==> src/rtl/basic_arith_mac.sv <==
// basic_arith_mac
//   Sequential signed multiply-accumulate stage. Each accepted input word
//   carries two signed 9-bit operands; their product is formed by a 9-cycle
//   LSB-first shift-add multiplier and added into a saturating accumulator.
//   After BURST products the accumulated sum is offered on a valid/ready
//   output handshake.
//
// Ports
//   system1000       : clock, rising edge
//   system1000_rstn  : synchronous active-low reset
//   in_data[17:0]    : {sel0[8:0], sel1[8:0]}, both two's complement
//   in_valid         : in_data valid
//   in_ready         : block can accept a pair (IDLE only)
//   out_data         : signed accumulated sum (ACC_W bits)
//   out_valid        : out_data / out_ovf valid
//   out_ready        : downstream accepts the output
//   out_ovf          : saturation happened somewhere in this burst
module basic_arith_mac #(
  parameter int ACC_W = 24,
  parameter int BURST = 4
) (
  input  logic             system1000,
  input  logic             system1000_rstn,
  input  logic [17:0]      in_data,
  input  logic             in_valid,
  output logic             in_ready,
  output logic [ACC_W-1:0] out_data,
  output logic             out_valid,
  input  logic             out_ready,
  output logic             out_ovf
);

  localparam logic [1:0] ST_IDLE = 2'd0;
  localparam logic [1:0] ST_MUL  = 2'd1;
  localparam logic [1:0] ST_ACC  = 2'd2;
  localparam logic [1:0] ST_OUT  = 2'd3;

  localparam logic [7:0]       BURST_LAST = 8'(BURST - 1);
  localparam logic [ACC_W-1:0] ACC_MAX    = {1'b0, {(ACC_W-1){1'b1}}};
  localparam logic [ACC_W-1:0] ACC_MIN    = {1'b1, {(ACC_W-1){1'b0}}};

  logic [1:0]       state_q,  state_d;
  logic [17:0]      mcand_q,  mcand_d;   // |a|, shifted left each iteration
  logic [8:0]       mplier_q, mplier_d;  // |b|, shifted right each iteration
  logic [17:0]      prod_q,   prod_d;    // unsigned magnitude of a*b
  logic [3:0]       iter_q,   iter_d;
  logic             neg_q,    neg_d;
  logic [7:0]       cnt_q,    cnt_d;
  logic [ACC_W-1:0] acc_q,    acc_d;
  logic             ovf_q,    ovf_d;

  logic [8:0]       sel0, sel1;
  logic [8:0]       sel0_mag, sel1_mag;
  logic [17:0]      prod_signed;
  logic [ACC_W:0]   sum;

  assign sel0 = in_data[17:9];
  assign sel1 = in_data[8:0];

  // Negating -256 in 9 bits yields 9'h100, which read as unsigned is 256,
  // so the magnitude of every 9-bit operand fits without widening.
  assign sel0_mag = sel0[8] ? 9'(-sel0) : sel0;
  assign sel1_mag = sel1[8] ? 9'(-sel1) : sel1;

  // Product magnitude is at most 65536 and a negative product needs one
  // positive operand (max 255), so the signed 18-bit result is exact.
  assign prod_signed = neg_q ? 18'(-prod_q) : prod_q;

  // One guard bit above the accumulator: a disagreement between the two
  // top bits means the true sum left the ACC_W-bit signed range.
  assign sum = {acc_q[ACC_W-1], acc_q}
             + {{(ACC_W+1-18){prod_signed[17]}}, prod_signed};

  always_comb begin
    state_d  = state_q;
    mcand_d  = mcand_q;
    mplier_d = mplier_q;
    prod_d   = prod_q;
    iter_d   = iter_q;
    neg_d    = neg_q;
    cnt_d    = cnt_q;
    acc_d    = acc_q;
    ovf_d    = ovf_q;

    case (state_q)
      ST_IDLE: begin
        if (in_valid) begin
          mcand_d  = {9'd0, sel0_mag};
          mplier_d = sel1_mag;
          neg_d    = sel0[8] ^ sel1[8];
          prod_d   = '0;
          iter_d   = '0;
          state_d  = ST_MUL;
        end
      end

      ST_MUL: begin
        if (mplier_q[0]) begin
          prod_d = prod_q + mcand_q;
        end
        mcand_d  = mcand_q << 1;
        mplier_d = mplier_q >> 1;
        iter_d   = iter_q + 4'd1;
        if (iter_q == 4'd8) begin
          state_d = ST_ACC;
        end
      end

      ST_ACC: begin
        if (sum[ACC_W] != sum[ACC_W-1]) begin
          acc_d = sum[ACC_W] ? ACC_MIN : ACC_MAX;
          ovf_d = 1'b1;
        end else begin
          acc_d = sum[ACC_W-1:0];
        end
        cnt_d   = cnt_q + 8'd1;
        state_d = (cnt_q == BURST_LAST) ? ST_OUT : ST_IDLE;
      end

      default: begin  // ST_OUT
        if (out_ready) begin
          acc_d   = '0;
          ovf_d   = 1'b0;
          cnt_d   = '0;
          state_d = ST_IDLE;
        end
      end
    endcase
  end

  always_ff @(posedge system1000) begin
    if (!system1000_rstn) begin
      state_q  <= ST_IDLE;
      mcand_q  <= '0;
      mplier_q <= '0;
      prod_q   <= '0;
      iter_q   <= '0;
      neg_q    <= 1'b0;
      cnt_q    <= '0;
      acc_q    <= '0;
      ovf_q    <= 1'b0;
    end else begin
      state_q  <= state_d;
      mcand_q  <= mcand_d;
      mplier_q <= mplier_d;
      prod_q   <= prod_d;
      iter_q   <= iter_d;
      neg_q    <= neg_d;
      cnt_q    <= cnt_d;
      acc_q    <= acc_d;
      ovf_q    <= ovf_d;
    end
  end

  // Outputs are forced quiet combinationally while reset is held, so they
  // read 0 even before the first reset edge has been seen.
  assign in_ready  = system1000_rstn && (state_q == ST_IDLE);
  assign out_valid = system1000_rstn && (state_q == ST_OUT);
  assign out_data  = system1000_rstn ? acc_q : '0;
  assign out_ovf   = out_valid && ovf_q;

endmodule

==> config.mk <==
export PLATFORM = sky130hd
export DESIGN_NAME = basic_arith_mac
export DESIGN_NICKNAME = d
export VERILOG_FILES = /design/src/rtl/basic_arith_mac.sv
export SDC_FILE = /design/constraint.sdc
export NUM_CORES = 1
export LEC_CHECK = 0
export CAP_MARGIN = 20
export CELL_PAD_IN_SITES_DETAIL_PLACEMENT = 0
export CELL_PAD_IN_SITES_GLOBAL_PLACEMENT = 2
export CORE_MARGIN = 2
export CORE_UTILIZATION = 36
export CTS_CLUSTER_SIZE = 40
export DETAILED_ROUTE_END_ITERATION = 7
export PLACE_DENSITY = 0.83
export SLEW_MARGIN = 20
export SYNTH_ARGS = -nofsm -noshare
export SYNTH_HDL_FRONTEND = slang
export SYNTH_SLANG_ARGS = --single-unit
==> constraint.sdc <==
create_clock -name system1000 -period 6 [get_ports system1000]
set_input_delay 0.6 -clock system1000 [delete_from_list [all_inputs] [get_ports system1000]]
set_output_delay 0.6 -clock system1000 [all_outputs]
set_load 0.03 [all_outputs]
After elaboration in Yosys (flattened, before gate mapping) --
Index checks and enable logic that the tools add are counted.
Storage, ports and cells: register bits 85, logic and storage cells 69
Cells by class: reductions and logical operators 14, multiplexer cells 27, $add $sub $neg 7, bitwise gates (word level) 2, equality and inequality tests 10
Operators by type and width (count):
- $mux W24 | 4
- $mux W18 | 4
- $pmux W18 S2 | 2
- $pmux W24 S2 | 1
- $mux W9 | 3
- $add A24 B18 Y25 | 1
- $add A18 B18 Y18 | 1
- $neg A18 Y18 | 1
- $neg A9 Y9 | 2
- $pmux W9 S2 | 1
- $pmux W8 S2 | 1
- $reduce_and A3 Y1 | 3
- $add A8 B1 Y8 const B | 1
- $eq A8 B2 Y1 const B | 1
- $mux W2 | 4
- $mux W8 | 1
- $ne A2 B2 Y1 const B | 4
- $pmux W4 S2 | 1
- $pmux W2 S3 | 1
- $reduce_and A2 Y1 | 3
- $add A4 B1 Y4 const B | 1
- $eq A2 B2 Y1 const B | 2
- $eq A4 B4 Y1 const B | 1
- $mux W4 | 1
- 11 further kinds | 15

Longest topological paths before layout --
Gate-level depths: netlist of the first run.
word-level depth 6, depth in mapped cells 18, depth with buffers taken out 15

Worst setup path after synthesis of the first run --
No wires, ideal clock.
kind reg-to-reg, start register prod_q[5], end register acc_q[11], stages on the path, launching flop included 19, data arrival time 4591 ps, data required time 5881 ps, setup time 119 ps, setup slack 1290 ps, clock period less this slack 4710 ps, path buffers 3, cell sequence dfxtp_1 -> or4_1 -> nor4_1 -> inv_1 -> or3_1 -> o31ai_1 -> xnor2_1 -> ha_1 -> clkbuf_1 -> and3_1 -> o21a_1 -> a311oi_1 -> mux2_2 -> a311o_1 -> and3_1 -> clkbuf_2 -> buf_2 -> a211oi_1 -> o2bb2ai_1
Between the ends: word-level cells in the longest chain between the ends 6
Ends and longest elaborated chain:
- start, declared | RTL line 45 | logic [17:0] prod_q, prod_d;
- start signal, assigned | RTL line 146 | prod_q <= prod_d;
- $neg A18 Y18 | RTL line 67 | assign prod_signed = neg_q ? 18'(-prod_q) : prod_q;
- $mux W18 * | RTL line 67
- $add A24 B18 Y25 * | RTL line 72 | + {{(ACC_W+1-18){prod_signed[17]}}, prod_signed};
- $mux W24 / $ne A1 B1 Y1 (equally long branches) | RTL line 111, 110
- $mux W24 * | RTL line 110 | if (sum[ACC_W] != sum[ACC_W-1]) begin
- $pmux W24 S2 * | RTL line 85 | case (state_q)
- end signal, assigned | RTL line 140 | acc_q <= '0;
- end signal, assigned | RTL line 150 | acc_q <= acc_d;
- end, declared | RTL line 49 | logic [ACC_W-1:0] acc_q, acc_d;
Every way passes the cells marked *; elsewhere a longest branch is shown, timed or not. A chain may end at the register's enable or synchronous reset.

Final worst setup path of the first run --
start register prod_q[5], end register acc_q[1]
Same word-level chain as after synthesis.

==> flow_metrics.tcl, run 1 <==
set metrics [dict create \
    outcome "completed" \
    wl_um 15590 \
    crit_type "reg -> reg" \
    tns_ps 0 \
    clock_skew_ps 7.109 \
    yosysTopAreaCell "dfxtp_1" \
    worstPathArrival_ps 5610 \
    seq_area_frac_synth_pct 27.28 \
    route.detailed.drc 0 \
    vias 5568 \
    endpoint_kind "register" \
    synth_area_um2 6238 \
    hold_viol 0 \
    startpoint_type "register" \
    critPathRequiredTime_ps 6280 \
    ir_worst_vdd_mv 0.1422 \
    crit_buf_inv 1 \
    async_reset_ff_share_pct 0 \
    drv_cap 0 \
    drt_pass1_iterations 5 \
    dieHeight_um 135.6 \
    post_cts_buffers 0 \
    htree_levels 3 \
    drive_gt1_share_pct 4.146 \
    layout_min_cycle_time_ps 5329 \
    grt_max_degree 49 \
    viasPerCell 5.328 \
    ys_types 57 \
    grt_first_pass_wirelength_um 26520 \
    drt-initial-drc-count 275 \
    antenna_found_initial 0 \
    root_buffer "clkbuf_16" \
    min_period_over_period_pct 88.82 \
    track_usage_pct 17.77 \
    cp_top_family "simple AND/OR/NAND/NOR gates" \
    yosys_warnings 0 \
    finalPower_mw 1.723 \
    cts_buffers 9 \
    p_per_area_nw_per_um2 238.5 \
    overflow 0 \
    synth-edff-count 0 \
    die-area_um2 18400 \
    hold_ws_ps 453.1 \
    clock_latency_ps 350 \
    synth_area_leaders "dfxtp_1 (27%), ha_1 (11%), nand2_1 (5.5%), xnor2_1 (5.1%), a21oi_1 (3.9%)" \
    io_pins 49 \
    hp-class "reg -> reg" \
    rows 48 \
    routedWlPerCell_um 14.92 \
    worst_slew_pin_slew_ps 880.8 \
    start_util_pct 36.45 \
    cts_tree "yes" \
    yosysTopAreaCellShare_pct 27.28 \
    syn_inst 785 \
    hold_start "mplier_q[1]$_SDFFE_PN0P_" \
    ys_ff_latch 85 \
    rsz0062_at_grt "no" \
    post-route-util_pct 42.19 \
    slew_headroom_pct 40.86 \
    synth.avg_cell_area_um2 7.947 \
    slowest_stage "or4_1" \
    crit_start "prod_q[5]$_SDFFE_PN0P_" \
    area_delta_synth_final_pct 15.76 \
    path_max_fanout 23 \
    setup_viol 0 \
    diodes 0 \
    syn_nets 863 \
    cts_hold_buf 0 \
    gp_congestion 0.8256 \
    r2r_start "prod_q[5]$_SDFFE_PN0P_" \
    numClockSinks 85 \
    maxSlewViolCount 0 \
    core_area_um2 17120 \
    fp.dieW_um 135.6 \
    p_leak_nw 3.025 \
    slowest_delay_ps 620 \
    synthFlopType "dfxtp_1" \
    post-dp-hpwl_um 11900 \
    grt_pass1_vias 5522 \
    cts_resized 0 \
    portBuffers 48 \
    clk_pin_slew_ps 70 \
    path_cells "or4_1 > nor4_1 > inv_1 > or3_1 > o31ai_1 > xnor2_1 > ha_1 > a21o_1 > o21a_1 > a311oi_1 > mux2_2 > a311o_1 > and3_1 > nand3b_4 > o2bb2ai_1" \
    antenna_left 0 \
    cts_max_path_buffers 2 \
    layout.nets 893 \
    clock.fmax_ghz 0.1876 \
]
flip-flops by register name, summed over array words and instances, names as in the netlist:
register  count
state_q       2
neg_q         1
mcand_q      18
ovf_q         1
acc_q        24
cnt_q         8
prod_q       18
iter_q        4
mplier_q      9
Yosys cell counts, drive strengths merged (10+ instances only):
cell,count
nand2,91
dfxtp,85
nor2,64
ha,54
a21oi,50
o21ai,44
xnor2,36
clkbuf,33
nor3,32
and2,30
xor2,27
a22oi,23
o2bb2ai,23
inv,22
a21o,15
nand3,14
o31ai,13
a211oi,10
mux2i,10
nor2b,10
layout by cell type, fill, tap and decap left out, types with 4 or more instances in the layout:
master / synthesis / routed
mux2i_1: 10 / 10
inv_1: 22 / 22
clkdlybuf4s50_1: 0 / 47
ha_1: 54 / 54
nand2b_1: 9 / 9
and2_1: 30 / 30
a211oi_1: 9 / 9
a21o_1: 15 / 15
nor2b_1: 10 / 10
nand4_1: 6 / 6
a211o_1: 4 / 4
a21oi_1: 49 / 49
nand2_1: 91 / 91
nor2_1: 64 / 64
nor3_1: 32 / 32
o2bb2ai_1: 23 / 23
nand3_1: 14 / 14
a311oi_1: 4 / 4
dfxtp_1: 85 / 85
xor2_1: 27 / 27
a22oi_1: 23 / 23
o21ai_0: 41 / 40
and3_1: 9 / 9
o31ai_1: 13 / 13
clkbuf_16: 0 / 9
buf_4: 0 / 9
o21a_1: 9 / 9
or3_1: 6 / 6
o211ai_1: 5 / 5
nor4b_1: 4 / 4
xnor2_1: 36 / 36
final timing paths:
| kind | end | slack, ps | cells after the start |
|---|---|---|---|
| setup / recovery | acc_q[1]$_SDFFE_PN0P_ | 670 | 15 |
| hold / removal | mplier_q[1]$_SDFFE_PN0P_ | 450 | 2 |
| setup reg to reg | acc_q[1]$_SDFFE_PN0P_ | 670 | 15 |
| hold reg to reg | mplier_q[1]$_SDFFE_PN0P_ | 450 | 2 |
per-stage QoR:
| stage | setup WS, ps | std cells | instance area [µm²] |
|---|---|---|---|
| floorplan | 1290 | 785 | 6238 |
| global placement | 797.9 | 1029 | 6913 |
| detailed placement | 668.7 | 1029 | 6920 |
| CTS | 640.2 | 1045 | 7227 |
| global route | 289.8 | 1045 | 7222 |
| finish | 670.6 | 1045 | 7222 |
layer usage:
layer / track usage, % / part of all wire (%) / up-vias
li1: - / - / 2900
met1: 22.28 / 48 / 2593
met2: 30.64 / 48 / 65
met3: 3.704 / 3.0 / 10
met4: 5.266 / 0.87 / 0
met5: 0 / 0 / -
worst reg2reg max path, stage by stage, from the launching register on:
cell and delay, ps:
dfxtp_1 380, or4_1 620, nor4_1 210, inv_1 80, or3_1 350, o31ai_1 310, xnor2_1 440, ha_1 440
a21o_1 210, o21a_1 190, a311oi_1 370, mux2_2 380, a311o_1 330, and3_1 310, nand3b_4 390, o2bb2ai_1 260
power by group:
group / internal, mW / switching, mW
clock network: 0.329 / 0.256
logic: 0.166 / 0.319
registers: 0.611 / 0.0434
total: 1.11 / 0.618
cell families (layout without fill, tap and decap cells):
| kind of cell | after synthesis | after routing | synth area share, % |
|---|---|---|---|
| AOI/OAI and AO/OA | 224 | 224 | 24.63 |
| xor gates and xnor gates | 63 | 63 | 8.845 |
| adders and majority gates | 56 | 56 | 11.47 |
| buffers and inverters | 60 | 95 | 3.931 |
| DFF | 85 | 85 | 27.28 |
| muxes | 11 | 11 | 1.785 |
| and+or+nand+nor | 286 | 286 | 22.06 |
layout make-up:
cell class	count	area [µm²]
clock buffers	9	225.2
clock inverters	7	81.33
fillers	1729	9894
inverters	22	82.58
multi-input cells	640	4307
flip-flops and latches	85	1702
well taps	225	281.5
repair buffers	57	543.0
(Power assumes the default switching activity.)
==> inputs of run 2 (changes only) <==
==> constraint.sdc (replaced) <==
create_clock -name system1000 -period 5.28 [get_ports system1000]
set_input_delay 0.528 -clock system1000 [delete_from_list [all_inputs] [get_ports system1000]]
set_output_delay 0.528 -clock system1000 [all_outputs]
set_load 0.03 [all_outputs]
==> flow_metrics.tcl, run 2 (synthesis results as in run 1) <==
set metrics [dict create \
    outcome "completed" \
    ff_latch_area_um2 1702 \
    grt_first_pass_wirelength_um 26410 \
    area_delta_synth_final_pct 17.07 \
    pwr-share-clk_pct 34.4 \
    drv_cap 0 \
    htree_levels 3 \
    drt_pass1_iterations 5 \
    layout.nets 896 \
    core_area_um2 17120 \
    cts_hold_buf 0 \
    overflow 0 \
    hold_end "mplier_q[1]$_SDFFE_PN0P_" \
    track_usage_pct 17.66 \
    cts_max_path_buffers 2 \
    largest_reg_flops 24 \
    portBuffers 48 \
    dieHeight_um 135.6 \
    route.detailed.drc 0 \
    antenna_found_initial 0 \
    clock.fmax_ghz 0.2030 \
    min_period_over_period_pct 93.31 \
    die-area_um2 18400 \
    r2r_cells 16 \
    comb_power_share_pct 28.0 \
    maxSlewViolCount 0 \
    tns_ps 0 \
    io_pins 49 \
    post-route-util_pct 42.67 \
    vias 5626 \
    crit_type "reg -> reg" \
    clock_skew_ps 7.448 \
    path_cells "or4_1 > nor4_1 > inv_1 > or3_1 > o31ai_2 > xnor2_2 > ha_1 > a21o_1 > o21a_1 > a311oi_2 > mux2_2 > a311o_1 > and3_1 > buf_4 > nor4b_1 > o2bb2ai_1" \
    viasPerCell 5.368 \
    p_per_area_nw_per_um2 271.2 \
    critPathRequiredTime_ps 5510 \
    cts_tree "yes" \
    r2r_slack_ps 350 \
    fp.dieW_um 135.6 \
    final_cell_mix "nand2_1 (91), dfxtp_1 (85), nor2_1 (64)" \
    start_util_pct 36.45 \
    power.internal_mw 1.298 \
    setup_viol 0 \
    grt_util_met3_pct 2.245 \
    clk_pin_slew_ps 70 \
    hold_start "mplier_q[1]$_SDFFE_PN0P_" \
    routedWlPerCell_um 14.86 \
    wl_um 15580 \
    slew_headroom_pct 49.17 \
    swShare_pct 34.45 \
    cts_resized 0 \
    cts_buffers 9 \
    rows 48 \
    path_max_fanout 8 \
    layout_min_cycle_time_ps 4927 \
    diodes 0 \
    grt_pass1_vias 5445 \
    regMostFlops "acc_q" \
    numClockSinks 85 \
    filler_cell_count 1706 \
    grt_max_degree 49 \
    hold_depth 2 \
    drt-initial-drc-count 245 \
    multiInputGateArea_um2 4353 \
    gp_congestion 0.8358 \
    worst_slew_pin_slew_ps 759.6 \
    r2r_start "prod_q[5]$_SDFFE_PN0P_" \
    worstReg2RegEnd "acc_q[21]$_SDFFE_PN0P_" \
    busiest_layer "met2" \
    grtUsageMet1_pct 22.55 \
    layout_commonest_cell "nand2_1" \
    post_cts_buffers 0 \
    endpoint_kind "register" \
    startpoint_type "register" \
    worstPathArrival_ps 5160 \
    largestRegisters "acc_q: 24 flops, mcand_q: 18 flops, prod_q: 18 flops" \
    final_area_um2 7303 \
    cp_top_family "simple AND/OR/NAND/NOR gates" \
    clock_latency_ps 350 \
    antenna_left 0 \
    p_leak_nw 3.078 \
    drive_gt1_share_pct 4.739 \
    hold_viol 0 \
    slowest_delay_ps 600 \
    root_buffer "clkbuf_16" \
    seq_power_share_pct 37.6 \
    hp-class "reg -> reg" \
    slowest_stage "or4_1" \
    post-dp-hpwl_um 11760 \
    ir_worst_vdd_mv 0.1968 \
    grtUsageMet2_pct 30.36 \
    switchingPower_mw 0.6822 \
    rsz0062_at_grt "no" \
    dpl-instance-area_um2 6943 \
    crit_buf_inv 2 \
]
## run 2: changes by cell type in the layout (fill, tap and decap cells not counted), sizes merged
cell,change
nand3b,+1
clkinvlp,-1
buf,+1
bufinv,+1
clkdlybuf4s50,+1
clkinv,+2
inv,-2
## run 2: final cells by class
type                            count  share of cell area, %
Multi-Input combinational cell    641                  59.60
Tap cell                          225                  3.855
Inverter                           22                  1.131
Sequential cell                    85                  23.30
Clock buffer                        9                  3.084
Clock inverter                      7                  1.216
Timing Repair Buffer               59                  7.812
## run 2: power by group through the flow
stage                     logic (mW)  registers [mW]  clock network (mW)
final                          0.555           0.745               0.681
after global routing           0.628           0.754               0.728
after CTS                      0.557           0.745               0.701
after detailed placement       0.554           0.758                   0
after global placement         0.539           0.757                   0
after floorplan                0.407           0.740                   0
## run 2: worst max-delay path by stage
stage / cells past startpoint / from / to / slack [ps]
after floorplan: 18 / prod_q[5]$_SDFFE_PN0P_ / acc_q[11]$_SDFFE_PN0P_ / 570
after global placement: 15 / prod_q[5]$_SDFFE_PN0P_ / acc_q[14]$_SDFFE_PN0P_ / 230
after detailed placement: 15 / prod_q[5]$_SDFFE_PN0P_ / acc_q[0]$_SDFFE_PN0P_ / 120
after CTS: 15 / prod_q[5]$_SDFFE_PN0P_ / acc_q[0]$_SDFFE_PN0P_ / 90
after global routing: 16 / prod_q[5]$_SDFFE_PN0P_ / acc_q[22]$_SDFFE_PN0P_ / 60
final: 16 / prod_q[5]$_SDFFE_PN0P_ / acc_q[21]$_SDFFE_PN0P_ / 350
## run 2: per-stage QoR
stage	worst slack [ps]	hold WS [ps]	instances	total power [mW]
4_1_cts	92.44	455.4	1047	2.003
3_3_place_gp	228.8	439.2	1030	1.296
6_report	353.3	452.1	1048	1.980
2_1_floorplan	570.1	421.0	785	1.147
5_1_grt	60.98	471.4	1048	2.111
3_5_place_dp	122.7	447.0	1031	1.312
## run 2: worst register-to-register path, cell delays in order (launching register included)
cell and delay (ps):
dfxtp_1 370, or4_1 600, nor4_1 210, inv_1 70, or3_1 370, o31ai_2 300
xnor2_2 270, ha_1 410, a21o_1 220, o21a_1 200, a311oi_2 290, mux2_2 370
a311o_1 360, and3_1 250, buf_4 180, nor4b_1 260, o2bb2ai_1 80
## run 2: per-layer routing
layer / wire length [µm] / vias to the layer above / share of wire [%]
met5: 0 / - / 0
met4: 335 / 0 / 2.2
met3: 395 / 23 / 2.5
met2: 7414 / 76 / 48
met1: 7430 / 2622 / 48
li1: - / 2905 / -
==> patch 1: new RTL, config.mk and constraints of run 2 <==
One comparison of `cnt_q` changes from == to >=.
--- a/src/rtl/basic_arith_mac.sv
+++ b/src/rtl/basic_arith_mac.sv
@@ -114,7 +114,7 @@
           acc_d = sum[ACC_W-1:0];
         end
         cnt_d   = cnt_q + 8'd1;
-        state_d = (cnt_q == BURST_LAST) ? ST_OUT : ST_IDLE;
+        state_d = (cnt_q >= BURST_LAST) ? ST_OUT : ST_IDLE;
       end
 
       default: begin  // ST_OUT
Function: same outputs for any inputs over 10 cycles, from zero or initial values and one cycle with system1000_rstn low; that may be too few to reach the edited logic, so the function may still have changed.
==> patch 1 against run 2 <==
Largest power group unchanged; clock power decreased by 10%; wire length decreased by 2.9%; sequential cell count unchanged; total power decreased by 1.1%; setup slack improved by 0.22 ns; area after synthesis decreased by 1.6%; cell area decreased by 2.7%; critical endpoint is now acc_q[7]$_SDFFE_PN0P_; cell count decreased by 1.4%; fmax increased by 4.6%; critical path depth increased by 1; first-iteration DRC count unchanged.
==> patch 1: results (changes against run 2) <==
Seq pwr share 0.387 (was 0.376); Critical Path AT 4.99 ns (was 5.16 ns); PostCTS Resize Cnt 0 (unchanged); Synth Area per Inst 7.93 sq um (was 7.95 sq um); vias in the first global route 5218 (was 5445); htree depth 3 (unchanged); layout cells sized above 1 0.0443 (was 0.0474); FILL cells 1623 (was 1706); Finished Layout Cells 1033 (was 1048); Slew @ Worst Pin 0.882 ns (was 0.760 ns); Power Density 275 mW/mm^2 (was 271 mW/mm^2); Comb pwr share 0.300 (was 0.280); hpwl dp 11200 um (was 11800 um); Area growth syn-to-layout 15.8% (was 17.1%); Setup Fix Bufs, Post-CTS 0 (unchanged); Synth Net Count 852 (was 863); top cells by area, synth dfxtp_1 (28%), ha_1 (11%), nor2_1 (7.8%) (was dfxtp_1 (27%), ha_1 (11%), nand2_1 (5.5%)); slowest CP cell or4_1 (unchanged); Nets 886 (was 896); Starting DRT DRC Count 245 (unchanged); VDD IR max 0.170 mV (was 0.197 mV); Post-Place Cell Area 0.00683 sq mm (was 0.00694 sq mm); Synth cell types 59 (was 57); Leak Pwr 0.00305 uW (was 0.00308 uW); post-synthesis async set-or-reset flop share 0 (unchanged); status complete, no violations (unchanged); DR pass1 iterations 4 (was 5); dpl ws 0.552 ns (was 0.123 ns); Int Pwr 1240 uW (was 1300 uW); total track usage 0.171 (was 0.177); top flop regs acc_q x24, mcand_q x18, prod_q x18 (unchanged); later-pin clock latency in the skew report 0.35 ns (about the same); largest net degree at the start of global routing 50 (was 49); Post-synth top cells nor2_1 (127), dfxtp_1 (85), a21oi_1 (70) (was nand2_1 (91), dfxtp_1 (85), nor2_1 (64)); post-synthesis sequential area ratio 0.277 (was 0.273); Final Wtd Congestion 0.907 (was 0.836); first-pass GRT wire length 25300 um (was 26400 um); worst-path fanout max 23 (was 8); Total Wirelength 15100 um (was 15600 um); vias 5537 (was 5626); Worst path top cell family by delay simple AND/OR/NAND/NOR gates (unchanged); Root Driver clkbuf_16 (unchanged); initial antenna violation count 0 (unchanged); Layout Skew 0.00578 ns (was 0.00745 ns)
-- patch 1: area by class of cell --
cell class                      instances  area share
Tap cell                              220      0.0387
Multi-Input combinational cell        632       0.594
Clock buffer                           12      0.0361
Sequential cell                        85       0.239
Clock inverter                          4     0.00317
Inverter                               24      0.0127
Timing Repair Buffer                   56      0.0761
-- patch 1: logic make-up (layout without fill, tap and decap cells) --
kind of cell | count (synthesis) | count (layout) | synth area share
adder cells (fa/ha/maj) | 56 | 56 | 0.117
buffers and inverters | 57 | 96 | 0.0365
AND/OR/NAND/NOR | 274 | 274 | 0.209
AO/OA/AOI/OAI | 228 | 228 | 0.253
multiplexers | 6 | 6 | 0.00978
flip-flops | 85 | 85 | 0.277
XOR/XNOR | 68 | 68 | 0.0982
-- patch 1: worst paths after layout --
path / from / to / slack (ns) / cells after the start
min: prod_q[17]$_SDFFE_PN0P_ / prod_q[17]$_SDFFE_PN0P_ / 0.49 / 2
min reg2reg: prod_q[17]$_SDFFE_PN0P_ / prod_q[17]$_SDFFE_PN0P_ / 0.49 / 2
max reg2reg: prod_q[6]$_SDFFE_PN0P_ / acc_q[7]$_SDFFE_PN0P_ / 0.57 / 17
max: prod_q[6]$_SDFFE_PN0P_ / acc_q[7]$_SDFFE_PN0P_ / 0.57 / 17
-- patch 1: routing by layer --
| metal | GRT usage | up-vias | routed length [um] |
|---|---|---|---|
| met5 | 0 | - | 0 |
| met4 | 0.0503 | 0 | 190 |
| met3 | 0.0289 | 18 | 464 |
| met2 | 0.293 | 83 | 7110 |
| met1 | 0.221 | 2582 | 7360 |
| li1 | - | 2854 | - |
-- patch 1: worst min-delay path, delay by kind of cell (launching register included) --
kind | cells | cell delay (ns)
flops | 1 | 0.33
compound gates | 1 | 0.07
buf+inv | 1 | 0.05
==> patch 2: new RTL, settings of run 2 <==
Without the edit above. `ACC_W`: 24 -> 48.
--- a/src/rtl/basic_arith_mac.sv
+++ b/src/rtl/basic_arith_mac.sv
@@ -16,7 +16,7 @@
 //   out_ready        : downstream accepts the output
 //   out_ovf          : saturation happened somewhere in this burst
 module basic_arith_mac #(
-  parameter int ACC_W = 24,
+  parameter int ACC_W = 48,
   parameter int BURST = 4
 ) (
   input  logic             system1000,
Ports: changed (resized out_data); port bits go from 49 to 73. No check against the original RTL was run, so the function may have changed too.
==> patch 2 against run 2 <==
Synthesized cell count is 42% higher; cell count is 44% higher; total power is 17% higher; clock skew is 0.0043 ns higher; cell area is 43% higher; wire length is 48% higher; area after synthesis is 41% higher; critical endpoint is now acc_q[46]$_SDFFE_PN0P_; sequential cell count is 24 higher; setup slack worse by 0.074 ns; critical path type unchanged.
==> patch 2: results (changes against run 2) <==
status complete, no violations (unchanged); vias per cell 5.22 (was 5.37); Synth Net Count 1215 (was 863); first-pass GRT wire length 37600 um (was 26400 um); CP Capture Point acc_q[46]$_SDFFE_PN0P_ (was acc_q[21]$_SDFFE_PN0P_); Post-Place Cell Area 0.0101 sq mm (was 0.00694 sq mm); layout cells sized above 1 0.0717 (was 0.0474); dpl cells 1490 (was 1031); Synth Area per Inst 7.91 sq um (was 7.95 sq um); Final Wtd Congestion 0.854 (was 0.836); Critical Path AT 5.26 ns (was 5.16 ns); later-pin clock latency in the skew report 0.37 ns (was 0.35 ns); hpwl dp 16800 um (was 11800 um); top flop regs acc_q x48, mcand_q x18, prod_q x18 (was acc_q x24, mcand_q x18, prod_q x18); setup slack, reg-to-reg 0.28 ns (was 0.35 ns); VDD IR max 0.164 mV (was 0.197 mV); Slew @ Worst Pin 0.765 ns (was 0.760 ns); largest net degree at the start of global routing 112 (was 49); Layout Skew 0.0118 ns (was 0.00745 ns); worst reg2reg path startpoint prod_q[3]$_SDFFE_PN0P_ (was prod_q[5]$_SDFFE_PN0P_); Port Buf Inserts 72 (was 48); met1 Use GR 0.237 (was 0.225); post-synthesis sequential area ratio 0.248 (was 0.273); Post-synth top cells dfxtp_1 (109), nor2_1 (98), a21oi_1 (80), nand2_1 (80), ha_1 (77) (was nand2_1 (91), dfxtp_1 (85), nor2_1 (64)); Worst-path clk slew 0.09 ns (was 0.07 ns); Total Wirelength 23000 um (was 15600 um); Leak Pwr 0.00436 uW (was 0.00308 uW)
==> patch 2: final cells by class <==
cell class / instances / area [sq um]
tap: 324 / 405
multi-input combinational: 912 / 6310
clock buffer: 9 / 225
sequential: 109 / 2180
fill: 2439 / 13700
clock inverter: 7 / 78.8
inverter: 33 / 124
timing repair buffer: 116 / 1120
==> patch 2: kinds of logic after synthesis <==
group / after synthesis / synth area share
flops: 109 / 0.248
fa+ha+maj: 79 / 0.114
compound gates: 341 / 0.263
mux: 9 / 0.0102
xor+xnor: 93 / 0.0942
simple gates: 390 / 0.226
buf+inv: 93 / 0.0447
==> patch 2: timing repair <==
item / CTS / global route
pin swaps: 1 / 4
gates cloned: 0 / 1
hold buffers: 0 / 0
resized for setup: 0 / 7
setup buffers: 2 / 1
endpoints found under the setup margin: 33 / 48
==> patch 2: routing by layer <==
layer | routed length, um | up-vias
met3 | 607 | 13
met5 | 0 | -
li1 | - | 4151
met1 | 11600 | 3621
met2 | 10600 | 103
met4 | 233 | 0
==> patch 2: metrics by stage <==
step           utilization  setup WS [ns]  setup TNS (ns)
2_1_floorplan            -          0.145               0
5_1_grt              0.432        0.00947               0
6_report             0.432          0.279               0
4_1_cts              0.429         0.0550               0
3_3_place_gp         0.416         0.0618               0
3_5_place_dp         0.416         -0.106           -1.69
==> patch 2: critical path, cell delays in order, from the launching register on <==
cell       delay [ns]
dfxtp_1          0.31
or4_1            0.54
or4_4            0.51
or3_4            0.41
o31ai_4          0.28
xnor2_4          0.14
buf_12           0.18
buf_4            0.16
ha_1             0.41
nand2_1          0.10
nor3_1           0.37
nand2_1          0.12
or3_1            0.42
o21ai_4          0.21
xnor2_4          0.16
buf_4            0.20
nor4_2           0.27
o2bb2ai_1        0.08
==> patch 2: power breakdown <==
group	total (uW)	switching (uW)	internal, uW
sequential	945	66.0	879
combinational	646	419	228
clock	724	382	342
total	2310	867	1450
==> patch 2: how the worst min path moves through the flow <==
stage / from / endpoint / slack (ns) / cells after the start
after global placement: mplier_q[8]$_SDFFE_PN0P_ / mplier_q[8]$_SDFFE_PN0P_ / 0.46 / 2
after floorplan: ovf_q$_SDFFE_PN0P_ / ovf_q$_SDFFE_PN0P_ / 0.43 / 2
after global routing: mplier_q[8]$_SDFFE_PN0P_ / mplier_q[8]$_SDFFE_PN0P_ / 0.49 / 2
after detailed placement: mplier_q[8]$_SDFFE_PN0P_ / mplier_q[8]$_SDFFE_PN0P_ / 0.46 / 2
final: mplier_q[8]$_SDFFE_PN0P_ / mplier_q[8]$_SDFFE_PN0P_ / 0.47 / 2
after CTS: mplier_q[8]$_SDFFE_PN0P_ / mplier_q[8]$_SDFFE_PN0P_ / 0.47 / 2
